===== config.mk =====
export PLATFORM = sky130hd
export DESIGN_NAME = fetch_stage
export DESIGN_NICKNAME = d
export VERILOG_FILES = /design/src/rtl/fetch_stage.sv
export SDC_FILE = /design/constraint.sdc
export NUM_CORES = 1
export LEC_CHECK = 0
export ABC_AREA = 1
export BUFFER_PORTS_ARGS = -buffer_cell sky130_fd_sc_hd__buf_2
export CORE_MARGIN = 2
export CORE_UTILIZATION = 55
export DETAILED_ROUTE_END_ITERATION = 10
export PLACE_DENSITY = 0.81
export SETUP_SLACK_MARGIN = 0.1
export SKIP_LAST_GASP = 1
export SLEW_MARGIN = 15
export SYNTH_ARGS = -nofsm -noshare
export SYNTH_HDL_FRONTEND = slang
export SYNTH_SLANG_ARGS = --single-unit

===== constraint.sdc =====
create_clock -name i_clk -period 3.6 [get_ports i_clk]
set_clock_uncertainty 0.1 [all_clocks]
set_input_delay 0.18 -clock i_clk [delete_from_list [all_inputs] [get_ports i_clk]]
set_output_delay 0.18 -clock i_clk [all_outputs]
set_load 0.01 [all_outputs]

===== src/rtl/fetch_stage.sv =====
// Instruction fetch stage with IF/ID pipeline register.
// Keeps at most one imem request in flight and holds a one-entry skid buffer for words that return while stalled.
module fetch_stage #(
  parameter int unsigned     XLEN      = 32,
  parameter logic [XLEN-1:0] RESET_PC  = '0,
  parameter logic [XLEN-1:0] NOP_INSTR = XLEN'(32'h0000_0013)
) (
  input  logic            i_clk,
  input  logic            i_rst_n,
  input  logic            i_stall,
  input  logic            i_redirect,
  input  logic [XLEN-1:0] i_redirect_pc,
  output logic            o_imem_req,
  output logic [XLEN-1:0] o_imem_addr,
  input  logic            i_imem_rvalid,
  input  logic [XLEN-1:0] i_imem_rdata,
  output logic            o_if_valid,
  output logic [XLEN-1:0] o_if_pc,
  output logic [XLEN-1:0] o_if_instr,
  output logic [6:0]      o_opcode
);

  localparam int unsigned OPC_W = 7;

  typedef enum logic [2:0] {
    S_RESET,
    S_ISSUE,
    S_WAIT,
    S_HOLD,
    S_KILL
  } state_t;

  state_t          state_q, state_d;
  logic [XLEN-1:0] pc_q, pc_d;
  logic            if_valid_q, if_valid_d;
  logic [XLEN-1:0] if_pc_q, if_pc_d;
  logic [XLEN-1:0] if_instr_q, if_instr_d;
  logic [XLEN-1:0] skid_pc_q, skid_pc_d;
  logic [XLEN-1:0] skid_instr_q, skid_instr_d;
  logic            imem_req_c;
  logic [XLEN-1:0] redirect_pc_aligned;

  // Redirect targets are forced to word alignment.
  assign redirect_pc_aligned = i_redirect_pc & ~XLEN'(3);

  // State and pipeline registers.
  always_ff @(posedge i_clk) begin
    if (!i_rst_n) begin
      state_q      <= S_RESET;
      pc_q         <= RESET_PC;
      if_valid_q   <= 1'b0;
      if_pc_q      <= '0;
      if_instr_q   <= NOP_INSTR;
      skid_pc_q    <= '0;
      skid_instr_q <= '0;
    end else begin
      state_q      <= state_d;
      pc_q         <= pc_d;
      if_valid_q   <= if_valid_d;
      if_pc_q      <= if_pc_d;
      if_instr_q   <= if_instr_d;
      skid_pc_q    <= skid_pc_d;
      skid_instr_q <= skid_instr_d;
    end
  end

  // Next-state, IF/ID update and request generation.
  always_comb begin
    state_d      = state_q;
    pc_d         = pc_q;
    if_valid_d   = if_valid_q;
    if_pc_d      = if_pc_q;
    if_instr_d   = if_instr_q;
    skid_pc_d    = skid_pc_q;
    skid_instr_d = skid_instr_q;
    imem_req_c   = 1'b0;

    case (state_q)
      S_RESET: begin
        state_d = S_ISSUE;
      end
      S_ISSUE: begin
        if (!i_stall) begin
          imem_req_c = 1'b1;
          if_valid_d = 1'b0;
          if_instr_d = NOP_INSTR;
          state_d    = S_WAIT;
        end
      end
      S_WAIT: begin
        if (i_imem_rvalid && !i_stall) begin
          if_valid_d = 1'b1;
          if_pc_d    = pc_q;
          if_instr_d = i_imem_rdata;
          pc_d       = pc_q + XLEN'(4);
          state_d    = S_ISSUE;
        end else if (i_imem_rvalid) begin
          skid_pc_d    = pc_q;
          skid_instr_d = i_imem_rdata;
          pc_d         = pc_q + XLEN'(4);
          state_d      = S_HOLD;
        end else if (!i_stall) begin
          if_valid_d = 1'b0;
          if_instr_d = NOP_INSTR;
        end
      end
      S_HOLD: begin
        if (!i_stall) begin
          if_valid_d = 1'b1;
          if_pc_d    = skid_pc_q;
          if_instr_d = skid_instr_q;
          state_d    = S_ISSUE;
        end
      end
      S_KILL: begin
        if (i_imem_rvalid) begin
          state_d = S_ISSUE;
        end
      end
      default: begin
        state_d = S_RESET;
      end
    endcase

    // Redirect flushes IF/ID and the skid buffer, even while stalled.
    if (i_redirect && (state_q != S_RESET)) begin
      pc_d       = redirect_pc_aligned;
      if_valid_d = 1'b0;
      if_instr_d = NOP_INSTR;
      case (state_q)
        S_ISSUE: state_d = i_stall ? S_ISSUE : S_KILL;
        S_WAIT:  state_d = i_imem_rvalid ? S_ISSUE : S_KILL;
        S_HOLD:  state_d = S_ISSUE;
        // A response arriving with the redirect retires the kill, so the FSM never waits on a word that is not coming.
        S_KILL:  state_d = i_imem_rvalid ? S_ISSUE : S_KILL;
        default: state_d = state_q;
      endcase
    end
  end

  assign o_imem_req  = imem_req_c;
  assign o_imem_addr = pc_q;
  assign o_if_valid  = if_valid_q;
  assign o_if_pc     = if_pc_q;
  assign o_if_instr  = if_instr_q;
  assign o_opcode    = if_instr_q[OPC_W-1:0];

endmodule

* Word-level counts from Yosys, hierarchy flattened
Index checks and enable logic that the tools add are counted.
Widths: inputs -> output; s select.
** Storage, ports and cells
- Input bits :: 69
- Register bits after elaboration :: 164
- Output and inout bits :: 105
** Operators by class
- Reduce and logical (&&, ||, !) cells :: 18
- $add $sub $neg :: 1
- Bitwise gates (word level) :: 2
- Equal/unequal tests :: 12
- Multiplexer cells :: 29
** Operators with widths (count)
- $mux 32 :: 10
- $pmux 32 s3 :: 1
- $pmux 32 s2 :: 1
- $add 32x3->32 const B :: 1
- $mux 3 :: 8
- $pmux 3 s5 :: 1
- $ne 3x3->1 const B :: 4
- $pmux 3 s3 :: 1
- $reduce_and 3->1 :: 3
- $reduce_bool 3->1 :: 3
- $eq 3x2->1 const B :: 2
- $mux 1 :: 6
- $reduce_bool 2->1 :: 3
- $reduce_and 5->1 :: 1
- $ne 2x2->1 const B :: 2
- $ne 4x2->1 const B :: 1
- $ne 4x4->1 const B :: 1
- $reduce_and 2->1 :: 2
- $reduce_or 2->1 :: 2
- $eq 3x1->1 const B :: 1
- $eq 3x3->1 const B :: 1
- $logic_not 3->1 :: 1
- $pmux 1 s3 :: 1
- $logic_and 1x1->1 :: 2
- other kinds (2) :: 3

* Depth between registers and ports, before layout
Gate-level depths: netlist (run 1).
- Depth after elaboration :: 5
- Mapped depth :: 11

* Worst setup path before layout (run 1)
No wires, ideal clock.
- Path kind :: register to register
- Start :: reg pc_q[3], in the netlist o_imem_addr[3]
- End :: reg pc_q[28], in the netlist o_imem_addr[28]
- Data arrival time :: 1534 ps
- Stages on the path, launching flop included :: 11
- Path slack :: 1851 ps
- Setup time :: 115 ps
- Cell sequence :: dfxtp_1 > ha_1 > nand2_1 > nor2_2 > nand2_1 > nor2_1 > nand3_1 > nand2_1 > nand2_1 > o21ai_0 > inv_1
** On the way
- Cells in the longest elaborated chain, start to end :: 5
** Ends and longest elaborated chain
- start, declared :: RTL line 34 : logic [XLEN-1:0] pc_q, pc_d;
- start signal, assigned :: RTL line 58 : pc_q <= pc_d;
- $add 32x3->32 (*) :: RTL line 95, 100
- $mux 32 :: RTL line 97 : end else if (i_imem_rvalid) begin
- $mux 32 (*) :: RTL line 91 : if (i_imem_rvalid && !i_stall) begin
- $mux 32 (*) :: RTL line 78 : case (state_q)
- $mux 32 (*) :: RTL line 126 : if (i_redirect && (state_q != S_RESET)) begin
Every way passes the cells marked *; elsewhere a longest branch is shown, timed or not. The select of a mux whose other input is x is not followed.
A chain may end at the register's enable or synchronous reset.

* Worst setup path after layout (run 1)
- Start :: reg state_q[2]
- End :: reg skid_instr_q[22]
** On the way
- Cells in the longest elaborated chain, start to end :: 2
** Ends and longest elaborated chain
- start, declared :: RTL line 33 : state_t state_q, state_d;
- start signal, assigned :: RTL line 57 : state_q <= state_d;
- $eq 3x2->1 :: RTL line 78
- $reduce_and 3->1 (no line)
- end signal, assigned :: RTL line 63 : skid_instr_q <= skid_instr_d;
- end, declared :: RTL line 39 : logic [XLEN-1:0] skid_instr_q, skid_instr_d;
No other way between the ends.

==> results of run 1 <==
==> sequential cells by signal, indices dropped and copies added (netlist names) <==
name and cells:
o_if_instr 32, skid_instr_q 32, o_if_pc 30, o_imem_addr 30
skid_pc_q 30, state_q 3, o_if_valid 1
==> stage by stage <==
step / power (uW) / cells
final: 5453 / 1434
after global routing: 5755 / 1434
after CTS: 5436 / 1434
after detailed placement: 3706 / 1356
after global placement: 3672 / 1356
after floorplan: 3271 / 1074
==> layout make-up <==
type | instances | area, sq um | share of cell area (%)
clock buffers | 23 | 457.9 | 4.964
clock inverters | 7 | 90.09 | 0.9765
inverters | 120 | 455.4 | 4.937
multi-input cells | 726 | 3430 | 37.18
flip-flops and latches | 158 | 3163 | 34.29
well taps | 176 | 220.2 | 2.387
repair buffers | 224 | 1409 | 15.27
==> what timing repair did <==
action / 4_1_cts / 5_1_grt
hold buffers: 48 / 0
endpoints found under the setup margin: 0 / 0
hold endpoints to repair: 50 / 0
==> worst reg2reg max path, delay by kind of cell (launching register included) <==
kind                   cells  cell delay (ps)
AO/OA/AOI/OAI              2              310
buffers and inverters      2              930
flip-flops                 1              610
AND/OR/NAND/NOR            4              490
==> cell usage after synthesis (all sizes together) <==
| cell | number | area [sq um] |
|---|---|---|
| inv | 118 | 445.4 |
| nor3b | 2 | 15.01 |
| and2 | 1 | 6.260 |
| nand3b | 1 | 7.510 |
| o21bai | 1 | 7.510 |
| buf | 47 | 305.3 |
| ha | 1 | 12.51 |
| o22ai | 3 | 18.77 |
| o211ai | 27 | 216.5 |
| a21boi | 2 | 15.01 |
| nand2 | 240 | 920.9 |
| a21oi | 132 | 660.6 |
| clkinv | 2 | 10.01 |
| nand3 | 85 | 425.4 |
| nor2 | 118 | 493.0 |
| xnor2 | 1 | 8.760 |
| or2 | 1 | 6.260 |
| dfxtp | 158 | 3163 |
| o31ai | 1 | 7.510 |
| a211oi | 1 | 12.51 |
| o21ai | 89 | 456.7 |
| clkbuf | 23 | 86.33 |
| conb | 1 | 3.750 |
| nor3 | 6 | 41.29 |
| xor2 | 8 | 70.07 |
| a31oi | 2 | 12.51 |
==> power breakdown <==
part           internal [uW]  leakage (uW)  total (uW)  switching (uW)
Clock                   1030      0.000263        1700             676
Sequential              1960       0.00128        2210             253
Combinational            495       0.00265        1540            1040
Total                   3480       0.00419        5450            1970
==> cells by family (layout without fill, tap and decap cells) <==
| kind of cell | Yosys count | after routing | share of synthesized area, % |
|---|---|---|---|
| AO/OA/AOI/OAI | 258 | 258 | 18.95 |
| adder cells (fa/ha/maj) | 1 | 1 | 0.1684 |
| buffers and inverters | 190 | 374 | 11.40 |
| other | 1 | 4 | 0.05048 |
| AND/OR/NAND/NOR | 454 | 454 | 25.79 |
| XOR/XNOR | 9 | 9 | 1.061 |
| flip-flops | 158 | 158 | 42.58 |
==> how the worst min path moves through the flow <==
stage / startpoint / endpoint / slack [ps]
2_1_floorplan: i_imem_rdata[10] / skid_instr_q[10] / 230
3_3_place_gp: i_redirect_pc[6] / o_imem_addr[6] / 330
3_5_place_dp: i_redirect_pc[6] / o_imem_addr[6] / 330
4_1_cts: i_redirect_pc[30] / o_imem_addr[30] / 2
5_1_grt: i_redirect_pc[30] / o_imem_addr[30] / 50
6_report: i_redirect_pc[30] / o_imem_addr[30] / 10
==> routing by layer <==
layer | vias up | routed length [um]
li1 | 3798 | -
met1 | 3469 | 9327
met2 | 350 | 9614
met3 | 65 | 1566
met4 | 0 | 768
met5 | - | 0
==> impl_metrics.ini, run 1 <==
[timing]
setup_violations = 0
setup_ws_ps = 1039
rsz0062_at_grt = false
max_slew_margin_pct = 28.40
min_period_ps = 2561
fmax_ghz = 0.3905
tightest_slew_ps = 1069
fin_crit_sh_pct = 71.14
slew_viol_final = 0
tns_ps = 0
whs_ps = 9.617
hold_violations = 0

[setup_path]
r2r_slack_ps = 1040
end_kind = flip-flop
critPathSlowestCell = dfxtp_1
cp.arrival_ps = 2760
max_stage_delay_ps = 610
crit_path_end = skid_instr_q[22]
worst-setup-path-type = flip-flop to flip-flop
crit_top_cell = nor2_8
ff2ff_path_depth = 8
reg2reg_from = state_q[2]
crit_fanout = 65
crit_path_start = state_q[2]
critPathLaunchType = flip-flop
crit_buf_inv = 2
crit_chain = nor2_8 -> nand2_2 -> nor2_8 -> nand2_4 -> clkinv_2 -> buf_12 -> o21ai_0 -> a21oi_1
cp.depth = 8
cp_data_required_time_ps = 3800
regToRegEndpoint = skid_instr_q[22]
cp_top_family = buffers and inverters

[cells_and_area]
syn2layout_area_growth_pct = 24.19
antennaDiodeCount = 0
drive_gt1_share_pct = 18.20
utilization_pct = 69.94
nFillCells = 1103
mostFrequentLayoutCell = nand2_1
nets = 1317
final_cell_mix = nand2_1 (234), buf_2 (167), dfxtp_1 (158)
stdcell_area_sq_mm = 0.009225

[synth]
yosys_register_bits = 158
yosysSeqAreaShare_pct = 42.58
synthCells = 1071
yosysWarningCount = 0
netlist_area_sq_mm = 0.007428
syn-mean-instance-area_sq_um = 6.936
synth_cell_types = 39

[grt]
busiest_layer = met2
grt_first_pass_wirelength_um = 34390
met2_usage_pct = 46.24
track_usage_pct = 29.68
grt_max_degree = 76
use_met1_pct = 39.55
grt-ovfl-total = 0
gr-usage-met3_pct = 6.038
antenna_found_initial = 0
grt_pass1_vias = 7080

[floorplan]
dieArea_sq_mm = 0.01445
row_count = 42
die_x_um = 120.2
core_sq_mm = 0.01319
die_h_um = 120.2
io_pins = 174
initial_core_util_pct = 56.32

[detailed_routing]
drt-initial-drc-count = 702
wire_per_inst_um = 14.84
wirelength_um = 21280
final_antenna_net_count = 0
vias_per_cell = 5.357
vias = 7682
drc = 0
dr.pass1.iters = 5

[cts]
cts_max_level = 4
cts_resized = 0
numCtsBuffers = 17
cts_sinks = 158
worstSkewPairLatency_ps = 430
cts_setup_buffers = 0
cts_tree = done
cts_root_buf = clkbuf_16
max-clock-path-buffers = 2
clk_pin_slew_ps = 60

[placed_design]
port_buffers = 167
finalWeightedCongestion = 0.9508
post-place-ws_ps = 1135
dp_hpwl_um = 13070
place_area_sq_mm = 0.008197

[flow_run]
maxCapViolCount = 0

[pwr]
p_leak_uw = 0.004192
ir_drop_mv = 0.3875
power.density_mw_per_mm2 = 591.1

[run_status]
outcome = finished, final reports clean

[worst_hold_path]
holdPathStages = 5
min_path_type = primary input to flip-flop
No activity file was read; power rests on OpenSTA's default activity.
==> run 2, diff against run 1 <==
--- a/config.mk
+++ b/config.mk
@@ -5,12 +5,12 @@
 export SDC_FILE = /design/constraint.sdc
 export NUM_CORES = 1
 export LEC_CHECK = 0
-export ABC_AREA = 1
+export ABC_AREA = 0
 export BUFFER_PORTS_ARGS = -buffer_cell sky130_fd_sc_hd__buf_2
 export CORE_MARGIN = 2
-export CORE_UTILIZATION = 55
+export CORE_UTILIZATION = 48
 export DETAILED_ROUTE_END_ITERATION = 10
-export PLACE_DENSITY = 0.81
+export PLACE_DENSITY = 0.76
 export SETUP_SLACK_MARGIN = 0.1
 export SKIP_LAST_GASP = 1
 export SLEW_MARGIN = 15
==> constraint.sdc (replaced) <==
create_clock -name i_clk -period 2.2 [get_ports i_clk]
set_clock_uncertainty 0.1 [all_clocks]
set_input_delay 0.11 -clock i_clk [delete_from_list [all_inputs] [get_ports i_clk]]
set_output_delay 0.11 -clock i_clk [all_outputs]
set_load 0.01 [all_outputs]
==> run 2 against run 1 <==
Sequential share of layout area decreased by 0.70 points. Setup slack got worse by 910 ps. Clock power increased by 72%. Clock-buffer cell count unchanged. Sequential power increased by 35%. Highest routed layer unchanged. Sequential cell count unchanged. Combinational power decreased by 47%. Hold slack improved by 21 ps.
==> impl_metrics.ini, run 2 <==
[run_status]
outcome = finished, final reports clean

[detailed_routing]
final_antenna_net_count = 0
drc = 0
vias = 7032
dr.pass1.iters = 5
wirelength_um = 21630
vias_per_cell = 5.520
wire_per_inst_um = 16.98
drt-initial-drc-count = 594

[cells_and_area]
nFillCells = 1096
antennaDiodeCount = 0
drive_gt1_share_pct = 24.31
final_cell_mix = nand2_1 (184), buf_2 (167), dfxtp_1 (158)
syn2layout_area_growth_pct = 37.97
nets = 1152
stdcell_area_sq_mm = 0.009417
mostFrequentLayoutCell = nand2_1

[synth]
synth_compound_area_share_pct = 21.28
synth_top_area_share_pct = 46.34
synth_top_family_by_area = compound AO/OA/AOI/OAI gates
yosysMostFrequentCell = nand2_1
netlist_area_sq_mm = 0.006825
synthSimpleGateAreaFrac_pct = 21.15
synthCells = 852
synth_top_cells_by_count = nand2_1 (186), dfxtp_1 (158), a21oi_1 (92)
synth_top_area_cell = dfxtp_1
yosysWarningCount = 0
synth_area_leaders = dfxtp_1 (46%), nand2_1 (10%), a21oi_1 (6.7%)
async_flop_share_pct = 0
synth_xor_area_share_pct = 3.593
synth_edf_count = 0
ys.flop_type = dfxtp_1
synth_fa_ha_area_share_pct = 0.1833
syn-mean-instance-area_sq_um = 8.011
synthMuxAreaShare_pct = 1.338
yosys_register_bits = 158
yosysSeqAreaShare_pct = 46.34
synth_cell_types = 48

[timing]
fin_crit_sh_pct = 94.33
rsz0062_at_grt = true
fmax_ghz = 0.4819
setup_violations = 0
min_period_ps = 2075
slew_viol_final = 0
hold_violations = 0
tns_ps = 0

[worst_hold_path]
min_path_type = primary input to flip-flop
min_from = i_rst_n
holdPathStages = 3
hold_end = o_imem_addr[20]

[setup_path]
crit_chain = buf_12 -> nor2b_1 -> and2_2 -> buf_4 -> nand2_1 -> a311oi_1
ff2ff_path_depth = 6
critPathSlowestCell = dfxtp_1
reg2reg_from = state_q[2]
cp.arrival_ps = 2290
max_stage_delay_ps = 390
regToRegEndpoint = o_if_pc[7]
worst-setup-path-type = flip-flop to flip-flop
crit_fanout = 15
cp_data_required_time_ps = 2420
end_kind = flip-flop
r2r_slack_ps = 120
critPathLaunchType = flip-flop

[cts]
cts_tree = done
worstSkewPairLatency_ps = 420
numCtsBuffers = 17
max-clock-path-buffers = 2
clk_pin_slew_ps = 60
cts_root_buf = clkbuf_16
cts_max_level = 4
cts_sinks = 158

[flow_run]
maxCapViolCount = 0

[floorplan]
die_h_um = 123.2
row_count = 43
io_pins = 174
initial_core_util_pct = 49.17
dieArea_sq_mm = 0.01519
die_x_um = 123.2
core_sq_mm = 0.01388

[grt]
grt_pass1_vias = 6505
track_usage_pct = 27.22
grt-ovfl-total = 0
antenna_found_initial = 0
grt_max_degree = 108
grt_first_pass_wirelength_um = 32130

[pwr]
ir_drop_mv = 0.5736
p_leak_uw = 0.003676
power.density_mw_per_mm2 = 714.4

[placed_design]
finalWeightedCongestion = 0.8677
port_buffers = 167
dp_hpwl_um = 12300
place_area_sq_mm = 0.008026
[run 2: cell count changes in the layout (fill, tap and decap cells not counted), sizes merged, moves of 22 or more]
cell,before,now
xnor2,1,23
dlygate4sd3,48,70
a21oi,132,92
nand3,85,11
inv,118,12
nand2,240,186
o211ai,27,0
a22o,0,28
o21ai,89,28
a22oi,0,30
buf,176,218
nor2,118,86
a311oi,0,23
[run 2: through the flow]
step	utilization (%)	worst slack [ps]	power, uW	hold WS, ps	cells
floorplan	-	100.3	3397	140.4	855
global placement	57.82	153.7	3701	232.7	1165
detailed placement	57.82	112.1	3711	248.5	1165
CTS	67.03	207.4	6712	3.874	1266
global route	67.84	63.70	6962	61.80	1274
finish	67.84	124.7	6727	30.80	1274
[run 2: area by class of cell]
type | count | area, sq um | share of cell area (%)
tap | 180 | 225.2 | 2.392
multi-input combinational | 601 | 3307 | 35.12
clock buffer | 23 | 457.9 | 4.863
clock inverter | 8 | 115.1 | 1.222
sequential | 158 | 3163 | 33.59
timing repair buffer | 291 | 2098 | 22.28
inverter | 13 | 50.05 | 0.5315
[run 2: how the worst max path moves through the flow]
| stage | from | end | slack, ps |
|---|---|---|---|
| 2_1_floorplan | o_imem_addr[14] | o_imem_addr[30] | 100 |
| 3_3_place_gp | o_imem_addr[16] | o_imem_addr[30] | 150 |
| 3_5_place_dp | o_imem_addr[16] | o_imem_addr[30] | 110 |
| 4_1_cts | state_q[1] | o_imem_addr[31] | 210 |
| 5_1_grt | state_q[2] | o_if_pc[7] | 60 |
| 6_report | state_q[2] | o_if_pc[7] | 120 |
[run 2: where the power goes]
group	leakage, uW	internal (uW)	switching, uW
clock	0.000285	1800	1130
combinational	0.00211	371	452
sequential	0.00128	2930	50.5
[run 2: layer usage]
metal / vias up / part of all wire, % / GRT usage, %
li1: 3389 / - / -
met1: 3294 / 40 / 31.92
met2: 309 / 50 / 48.32
met3: 40 / 8.3 / 6.642
met4: 0 / 1.9 / 9.304
met5: - / 0 / 0
[run 2: logic make-up after synthesis]
| family | count (synthesis) |
|---|---|
| other | 1 |
| DFF | 158 |
| and+or+nand+nor | 333 |
| AOI/OAI and AO/OA | 226 |
| adders and majority gates | 1 |
| buffers and inverters | 96 |
| muxes | 9 |
| xor gates and xnor gates | 28 |
[run 2: repair_timing]
| item | CTS | global route |
|---|---|---|
| cloned | 0 | 3 |
| pin swaps | 0 | 2 |
| endpoints found under the hold margin | 91 | 0 |
| setup endpoints to repair | 1 | 6 |
| setup buffers | 0 | 5 |
| hold buffers | 70 | 0 |
| gates resized for setup | 1 | 4 |
[run 2: worst max-delay path, delay by kind of cell (launching register included)]
kind	cells	cell delay, ps
flops	1	390
buf+inv	2	480
compound gates	1	320
simple gates	3	660
